--- src/rtl/ascon_pkg.sv ---
// rtl/ascon_pkg.sv - shared Ascon round-count constants
package ascon_pkg;

  // Permutation lengths: p^a for init/final, p^b for AD/ciphertext blocks.
  localparam int P_ROUNDS_A = 12;
  localparam int P_ROUNDS_B = 6;

  // Every permutation ends on round index 11.
  // Shorter permutations start part-way through the round-constant table.
  localparam logic [3:0] ROUND_LAST      = 4'd11;
  localparam logic [3:0] ROUND_START_A   = 4'(12 - P_ROUNDS_A);
  localparam logic [3:0] ROUND_START_B   = 4'(12 - P_ROUNDS_B);
  localparam logic [3:0] ROUND_PROC_LAST = ROUND_LAST - 4'd1;

endpackage

--- src/rtl/ascon_load_counter.sv ---
// rtl/ascon_load_counter.sv - loadable up-counter with enable
module ascon_load_counter #(
  parameter int W = 4
) (
  input  logic         clock,
  input  logic         reset_n,
  input  logic         load,
  input  logic [W-1:0] load_value,
  input  logic         enable,
  output logic [W-1:0] count
);

  // Load has priority over increment; otherwise the count holds.
  always_ff @(posedge clock or negedge reset_n) begin
    if (!reset_n) begin
      count <= '0;
    end else if (load) begin
      count <= load_value;
    end else if (enable) begin
      count <= count + W'(1);
    end
  end

endmodule

--- src/rtl/ascon_decrypt_fsm.sv ---
// rtl/ascon_decrypt_fsm.sv - Ascon-128 decryption control FSM
module ascon_decrypt_fsm #(
  parameter int P_NUM_CT_BLOCKS = 3,
  parameter int P_BLK_W         = $clog2(P_NUM_CT_BLOCKS + 1)
) (
  input  logic               clock,
  input  logic               reset_n,
  input  logic               i_sys_enable,
  input  logic               i_start,
  input  logic               i_data_valid,
  input  logic               i_tag_match,
  output logic               o_ready,
  output logic               o_mux_select,
  output logic               o_enable_state_reg,
  output logic               o_enable_xor_data_begin,
  output logic               o_enable_replace_data_begin,
  output logic               o_enable_xor_key_begin,
  output logic               o_enable_xor_key_end,
  output logic               o_enable_xor_lsb_end,
  output logic               o_enable_plain_reg,
  output logic               o_valid_plain,
  output logic               o_enable_tag_reg,
  output logic [3:0]         o_round_count,
  output logic [P_BLK_W-1:0] o_block_count,
  output logic               o_done,
  output logic               o_auth_ok,
  output logic               o_auth_fail
);

  import ascon_pkg::*;

  typedef enum logic [4:0] {
    ST_IDLE,
    ST_CONFIG,
    ST_START_INIT,
    ST_PROC_INIT,
    ST_END_INIT,
    ST_IDLE_AD,
    ST_START_AD,
    ST_PROC_AD,
    ST_END_AD,
    ST_IDLE_CT,
    ST_START_CT,
    ST_PROC_CT,
    ST_END_CT,
    ST_IDLE_FINAL,
    ST_START_FINAL,
    ST_PROC_FINAL,
    ST_END_FINAL,
    ST_CHECK_TAG
  } state_t;

  state_t     state;
  state_t     state_next;

  logic       rc_load;
  logic [3:0] rc_load_value;
  logic       rc_enable;
  logic       bc_load;
  logic       bc_enable;

  logic       last_proc_round;
  logic       last_ct_block;
  logic       start_accept;

  assign last_proc_round = (o_round_count == ROUND_PROC_LAST);
  assign last_ct_block   = (o_block_count == P_BLK_W'(P_NUM_CT_BLOCKS));
  assign start_accept    = i_sys_enable && (state == ST_IDLE) && i_start;

  // State register; a low system enable overrides any computed transition.
  always_ff @(posedge clock or negedge reset_n) begin
    if (!reset_n) begin
      state <= ST_IDLE;
    end else if (!i_sys_enable) begin
      state <= ST_IDLE;
    end else begin
      state <= state_next;
    end
  end

  // Next-state and Moore decode of datapath enables and counter controls.
  always_comb begin
    state_next                  = state;
    o_ready                     = 1'b0;
    o_mux_select                = 1'b1;
    o_enable_state_reg          = 1'b0;
    o_enable_xor_data_begin     = 1'b0;
    o_enable_replace_data_begin = 1'b0;
    o_enable_xor_key_begin      = 1'b0;
    o_enable_xor_key_end        = 1'b0;
    o_enable_xor_lsb_end        = 1'b0;
    o_enable_plain_reg          = 1'b0;
    o_valid_plain               = 1'b0;
    o_enable_tag_reg            = 1'b0;
    o_done                      = 1'b0;
    rc_load                     = 1'b0;
    rc_load_value               = ROUND_START_A;
    rc_enable                   = 1'b0;
    bc_load                     = 1'b0;
    bc_enable                   = 1'b0;

    case (state)
      ST_IDLE: begin
        o_ready = 1'b1;
        if (i_start) state_next = ST_CONFIG;
      end

      ST_CONFIG: begin
        o_mux_select       = 1'b0;
        o_enable_state_reg = 1'b1;
        rc_load            = 1'b1;
        rc_load_value      = ROUND_START_A;
        state_next         = ST_START_INIT;
      end

      ST_START_INIT: begin
        o_enable_state_reg = 1'b1;
        rc_enable          = 1'b1;
        state_next         = ST_PROC_INIT;
      end

      ST_PROC_INIT: begin
        o_enable_state_reg = 1'b1;
        rc_enable          = 1'b1;
        if (last_proc_round) state_next = ST_END_INIT;
      end

      ST_END_INIT: begin
        o_enable_state_reg   = 1'b1;
        o_enable_xor_key_end = 1'b1;
        state_next           = ST_IDLE_AD;
      end

      ST_IDLE_AD: begin
        o_ready       = 1'b1;
        rc_load       = 1'b1;
        rc_load_value = ROUND_START_B;
        if (i_data_valid) state_next = ST_START_AD;
      end

      ST_START_AD: begin
        o_enable_state_reg      = 1'b1;
        o_enable_xor_data_begin = 1'b1;
        rc_enable               = 1'b1;
        state_next              = ST_PROC_AD;
      end

      ST_PROC_AD: begin
        o_enable_state_reg = 1'b1;
        rc_enable          = 1'b1;
        if (last_proc_round) state_next = ST_END_AD;
      end

      ST_END_AD: begin
        o_enable_state_reg   = 1'b1;
        o_enable_xor_lsb_end = 1'b1;
        bc_load              = 1'b1;
        state_next           = ST_IDLE_CT;
      end

      ST_IDLE_CT: begin
        o_ready       = 1'b1;
        rc_load       = 1'b1;
        rc_load_value = ROUND_START_B;
        if (i_data_valid) state_next = ST_START_CT;
      end

      ST_START_CT: begin
        o_enable_state_reg          = 1'b1;
        o_enable_replace_data_begin = 1'b1;
        o_enable_plain_reg          = 1'b1;
        o_valid_plain               = 1'b1;
        rc_enable                   = 1'b1;
        bc_enable                   = 1'b1;
        state_next                  = ST_PROC_CT;
      end

      ST_PROC_CT: begin
        o_enable_state_reg = 1'b1;
        rc_enable          = 1'b1;
        if (last_proc_round) state_next = ST_END_CT;
      end

      ST_END_CT: begin
        o_enable_state_reg = 1'b1;
        state_next         = last_ct_block ? ST_IDLE_FINAL : ST_IDLE_CT;
      end

      ST_IDLE_FINAL: begin
        o_ready       = 1'b1;
        rc_load       = 1'b1;
        rc_load_value = ROUND_START_A;
        if (i_data_valid) state_next = ST_START_FINAL;
      end

      ST_START_FINAL: begin
        o_enable_state_reg          = 1'b1;
        o_enable_replace_data_begin = 1'b1;
        o_enable_xor_key_begin      = 1'b1;
        o_enable_plain_reg          = 1'b1;
        o_valid_plain               = 1'b1;
        rc_enable                   = 1'b1;
        state_next                  = ST_PROC_FINAL;
      end

      ST_PROC_FINAL: begin
        o_enable_state_reg = 1'b1;
        rc_enable          = 1'b1;
        if (last_proc_round) state_next = ST_END_FINAL;
      end

      ST_END_FINAL: begin
        o_enable_state_reg   = 1'b1;
        o_enable_xor_key_end = 1'b1;
        o_enable_tag_reg     = 1'b1;
        state_next           = ST_CHECK_TAG;
      end

      ST_CHECK_TAG: begin
        o_done     = 1'b1;
        state_next = ST_IDLE;
      end

      default: begin
        state_next = ST_IDLE;
      end
    endcase
  end

  // Sticky verdict: cleared by a new start or a system disable, set at tag check.
  always_ff @(posedge clock or negedge reset_n) begin
    if (!reset_n) begin
      o_auth_ok   <= 1'b0;
      o_auth_fail <= 1'b0;
    end else if (!i_sys_enable || start_accept) begin
      o_auth_ok   <= 1'b0;
      o_auth_fail <= 1'b0;
    end else if (state == ST_CHECK_TAG) begin
      o_auth_ok   <= i_tag_match;
      o_auth_fail <= !i_tag_match;
    end
  end

  ascon_load_counter #(
    .W(4)
  ) u_round_counter (
    .clock      (clock),
    .reset_n    (reset_n),
    .load       (rc_load && i_sys_enable),
    .load_value (rc_load_value),
    .enable     (rc_enable && i_sys_enable),
    .count      (o_round_count)
  );

  ascon_load_counter #(
    .W(P_BLK_W)
  ) u_block_counter (
    .clock      (clock),
    .reset_n    (reset_n),
    .load       (bc_load && i_sys_enable),
    .load_value ('0),
    .enable     (bc_enable && i_sys_enable),
    .count      (o_block_count)
  );

endmodule

--- config.mk ---
export PLATFORM = sky130hd
export DESIGN_NAME = ascon_decrypt_fsm
export DESIGN_NICKNAME = d
export VERILOG_FILES = /design/src/rtl/ascon_pkg.sv /design/src/rtl/ascon_load_counter.sv /design/src/rtl/ascon_decrypt_fsm.sv
export SDC_FILE = /design/constraint.sdc
export NUM_CORES = 1
export LEC_CHECK = 0
export CAP_MARGIN = 20
export CELL_PAD_IN_SITES_DETAIL_PLACEMENT = 0
export CELL_PAD_IN_SITES_GLOBAL_PLACEMENT = 1
export CORE_AREA = 10 10 62 64
export CTS_BUF_LIST = sky130_fd_sc_hd__clkbuf_8 sky130_fd_sc_hd__clkbuf_16
export DETAILED_ROUTE_END_ITERATION = 8
export DIE_AREA = 0 0 72 74
export PLACE_DENSITY = 0.89
export SYNTH_ARGS = -nofsm -noshare
export SYNTH_HDL_FRONTEND = slang
export SYNTH_SLANG_ARGS = --single-unit
--- constraint.sdc ---
create_clock -name clock -period 2.35 [get_ports clock]
set_clock_uncertainty 0.1 [all_clocks]
set_input_delay 0.47 -clock clock [delete_from_list [all_inputs] [get_ports clock]]
set_output_delay 0.47 -clock clock [all_outputs]
set_load 0.01 [all_outputs]
Yosys cells after proc, flatten, opt, wreduce, memory -nomap -nowiden
Cells that the tools add are included.

operators by class
  mux-type cells = 33
  add/subtract/negate cells = 2
  reduce and logical (&&, ||, !) cells = 21
  eq/ne operators = 27

operators with widths
  operator                                        count
  one-hot mux 5 bit (17 select lines)             1
  2-to-1 mux 5 bit                                9
  == test 5 x 4 -> 1 bit (second input constant)  8
  inequality test 3 bit (second input constant)   8
  == test 5 x 3 -> 1 bit (second input constant)  4
  2-to-1 mux 1 bit                                17
  OR reduction 13 bit                             1
  == test 5 x 2 -> 1 bit (second input constant)  2
  == test 5 bit (second input constant)           2
  2-to-1 mux 4 bit                                2
  AND reduction 8 bit                             1
  OR reduction 4 bit                              2
  OR reduction 8 bit                              1
  logical AND 1 bit                               6
  2-to-1 mux 3 bit                                2
  nonzero test 2 bit                              3
  OR reduction 2 bit                              3
  == test 5 x 1 -> 1 bit (second input constant)  1
  zero test 5 bit                                 1
  adder 4 x 1 -> 4 bit (second input constant)    1
  == test 4 bit (second input constant)           1
  2-to-1 mux 2 bit                                2
  adder 2 x 1 -> 2 bit (second input constant)    1
  == test 2 bit (second input constant)           1
  other kinds (2)                                 3

storage, ports and cells
  input bits = 6
  register bits = 13
  output and inout port bits = 20
  word-level logic and storage cells = 88

Logic depth before layout (Yosys ltp)
  word-level depth = 6
  gate-level depth with buffers = 6

By module
A second synthesis with hierarchy kept.

unflattened totals
  cell total of the unflattened synthesis = 107
  area, all modules = 932.1 µm²

modules (own cells, without submodules)
  module                                cells each  times used  area an instance (µm²)
  ascon_decrypt_fsm                     80          1           629.4
  ascon_load_counter (u_round_counter)  18          1           202.7
  ascon_load_counter (u_block_counter)  9           1           100.1

Worst setup path after synthesis
OpenSTA, ideal clock, no wires.

  path kind = reg-to-output
  start point = reg state[0]
  end point = out o_enable_replace_data_begin
  data required time = 1.780 ns
  arrival time = 1.314 ns
  setup slack = 0.466 ns
  cell stages (with the launch flop) = 5
  cells stage by stage = dfrtp_1 buf_2 buf_1 nor3_1 buf_4

between the ends
  cells in the longest elaborated chain, start to end = 3

RTL lines
  item                            line                     RTL
  start: declaration              ascon_decrypt_fsm.sv:53  state_t state;
  start signal: assignment        ascon_decrypt_fsm.sv:77  state <= state_next;
  == test 5 x 4 -> 1 bit          -
  OR reduction 2 bit (no line) *  -
  2-to-1 mux 1 bit *              -
  end: declaration                ascon_decrypt_fsm.sv:16  output logic o_enable_replace_data_begin,

Every way passes the cells marked *; elsewhere a longest branch is shown, timed or not.

Worst setup path after layout
  start point = reg state[1]
  end point = out o_done

between the ends
  cells in the longest elaborated chain, start to end = 2

RTL lines
  item              line                      RTL
  == test 5 bit     ascon_decrypt_fsm.sv:102  case (state)
  2-to-1 mux 1 bit  ascon_decrypt_fsm.sv:102
  end: declaration  ascon_decrypt_fsm.sv:25   output logic o_done,

No other way between the ends.

==> flow_summary.ini <==
[yosys]
yosys_warnings = 0
syn_nets = 120
synth.most_common_cell = dfrtp_1
ys_seq_elements = 13
synth_top_area_share_pct = 34.44
synth_cell_type_count = 38
synth_top_cells_by_area = dfrtp_1 34%, xnor2_1 4.6%, nand2_1 4.4%
yosysTopAreaCell = dfrtp_1
synth_area_per_cell_um2 = 8.510
synth_edf_count = 0
ys_seq_area_share_pct = 34.44
synth_cells = 111
async_reset_ff_share_pct = 100.0
netlist_area_um2 = 944.7
synth_ff_type = dfrtp_1
synthTopCellsByCount = 13 x dfrtp_1, 11 x nand2_1, 11 x nor2_1

[critical_path]
r2r_start = u_round_counter.count[0]
timing.reg2reg.setup_slack_ps = 550
crit_path_end_kind = output pin
cp-start-kind = flip-flop
arrival_ps = 1690
path_class = reg2out
crit_chain = buf_4, nor2b_4, nand3_1, inv_1, clkdlybuf4s50_1
crit_path_top_delay_cell = clkdlybuf4s50_1
r2r-end = state[3]
worstPathMaxFanout = 17
critPathBufInv = 3
r2r_cells = 6
cpPeakStageDelay_ps = 540
crit_family = buffers and inverters
cp.required_ps = 1780

[clock_network]
cts-htree-levels = 1
numCtsBuffers = 3
clock-sinks = 13
cts_tree = done
clkLatencyLatePin_ps = 250
clock_tree.root_cell = clkbuf_8
post_cts_buffers = 0
clk_pin_slew_ps = 60
cts_buffer_depth = 2

[detailed_routing]
drc = 0
firstDrtPassIters = 4
highest_layer = met4
wl_per_cell_um = 14.71
dr_wl_met2_mm = 1.319
dr_wl_met3_um = 135
ant_nets = 0
m1WireLength_mm = 1.045
vias = 894
wl_mm = 2.515
avgViaCountPerCell = 5.228
first_iter_violations = 33

[placement]
dp.cells = 167
io_buffers = 25
post-dp-hpwl_mm = 1.941
place_congestion = 0.8461

[timing]
setup_tns_ps = 0
relSlewSlack_pct = 58.78
fin_crit_ps = 2264
post-route-period-util_pct = 96.33
hold_viol_final = 0
setup_viol = 0
timing.fmax_mhz = 441.7
tightest_slew_ps = 616.3
rsz0062_at_grt = no
finalMaxSlewViolations = 0

[layout]
syn_to_final_growth_pct = 40.66
utilization_pct = 49.91
layout.nets = 150
finalNonFillerCells = 171
n_antenna_cell = 0
drive_gt1_share_pct = 16.43

[min_path]
min_path_cells = 2
min_to = o_auth_fail
hold_class = reg2reg
hold_path.startpoint = o_auth_fail

[floorplan]
start_util_pct = 35.48
die_h_um = 74
core.rowCount = 19
die_area_um2 = 5328
pin_count = 26
dieWidth_um = 72
core_area_um2 = 2663

[pwr]
vdd_drop_max_mv = 0.3935
p_sw_share_pct = 34.13
cellInternalPower_uw = 522.5
combinationalPowerShare_pct = 36.2
switching_power_uw = 270.7
powerDensity_nw_per_um2 = 596.9
seqPwrFrac_pct = 38.1
p_leak_nw = 0.6393
power_frac_clock_pct = 25.7

[grt]
grt_max_degree = 18
grt_remaining_overflow = 0
grt_pass1_vias = 857
grt_pass1_wl_mm = 4.002
grt_antenna_before_repair = 0
grt_use_total_pct = 9.158

[job]
cap_violations = 0

[outcome]
status = finished, final reports clean
-- tightest hold or removal path, cell delays in order, from the launching register on --
cell and delay [ps]:
dfrtp_1 370, nand2_1 60, a21oi_1 50
-- through the flow --
stage / worst slack (ps) / hold slack, ps / power [mW] / instance area, um2
finish: 86.19 / 422.4 / 0.7932 / 1329
global route: 23.70 / 436.1 / 0.8516 / 1329
CTS: 27.59 / 423.8 / 0.7969 / 1301
detailed placement: 237.5 / 414.1 / 0.5924 / 1254
global placement: 284.1 / 409.0 / 0.5897 / 1254
floorplan: 465.7 / 74.41 / 0.4551 / 944.7
-- power by group through the flow --
stage          sequential [mW]  combinational (mW)  clock, mW
2_1_floorplan            0.310               0.145          0
3_3_place_gp             0.305               0.284          0
3_5_place_dp             0.306               0.286          0
4_1_cts                  0.302               0.288      0.207
5_1_grt                  0.310               0.324      0.218
6_report                 0.302               0.287      0.204
-- worst max-delay path by stage --
stage	from	endpoint	slack (ps)	cells past startpoint
floorplan	state[0]	o_enable_replace_data_begin	470	4
global placement	state[1]	o_done	280	5
detailed placement	state[1]	o_done	240	5
CTS	state[4]	o_enable_plain_reg	30	3
global route	state[1]	o_enable_xor_lsb_end	20	3
finish	state[1]	o_done	90	5
-- registers in the layout (all words and copies together) (netlist names) --
signal	count
u_round_counter.count	4
u_block_counter.count	2
o_auth_ok	1
o_auth_fail	1
state	5
-- cell usage in the layout, fill, tap and decap left out, types with 2 or more instances in the layout --
master	netlist	layout
buf_4	2	11
inv_1	4	5
mux2i_1	4	4
nor3_2	0	2
o22ai_1	2	2
nor2_1	11	11
a31oi_1	2	2
nor4_1	2	2
o21ai_0	5	5
nor3_1	6	4
a21oi_1	4	4
nand3_1	7	7
nand2_1	11	11
o21a_1	2	2
clkbuf_8	0	3
xnor2_1	5	5
dlymetal6s2s_1	0	5
dfrtp_1	13	13
clkdlybuf4s50_1	0	20
ha_1	3	3
-- what timing repair did --
item | in CTS | in global routing
hold buffers | 0 | 0
resized for setup | 1 | 8
endpoints found under the setup margin | 1 | 9
cloned | 0 | 0
-- layer usage --
layer / vias up / track usage (%)
met4: 0 / 3.656
li1: 447 / -
met2: 18 / 16.37
met1: 427 / 9.673
met5: - / 0
met3: 2 / 3.191
-- logic make-up after synthesis --
| logic type | count (synthesis) | synth area share (%) |
|---|---|---|
| xor gates and xnor gates | 5 | 4.636 |
| muxes | 5 | 5.828 |
| AOI/OAI and AO/OA | 24 | 17.75 |
| buffers and inverters | 15 | 8.210 |
| adders and majority gates | 3 | 3.974 |
| and+or+nand+nor | 46 | 25.17 |
| DFF | 13 | 34.44 |
-- cell type report --
cell class	instances	area, um2
Tap cell	31	38.79
Multi-Input combinational cell	83	559.3
Clock buffer	3	41.29
Inverter	4	15.01
Timing Repair Buffer	36	345.3
Clock inverter	1	3.754
Fill cell	253	1334
Sequential cell	13	325.3
Note: power is estimated with default switching activity, not from simulation.
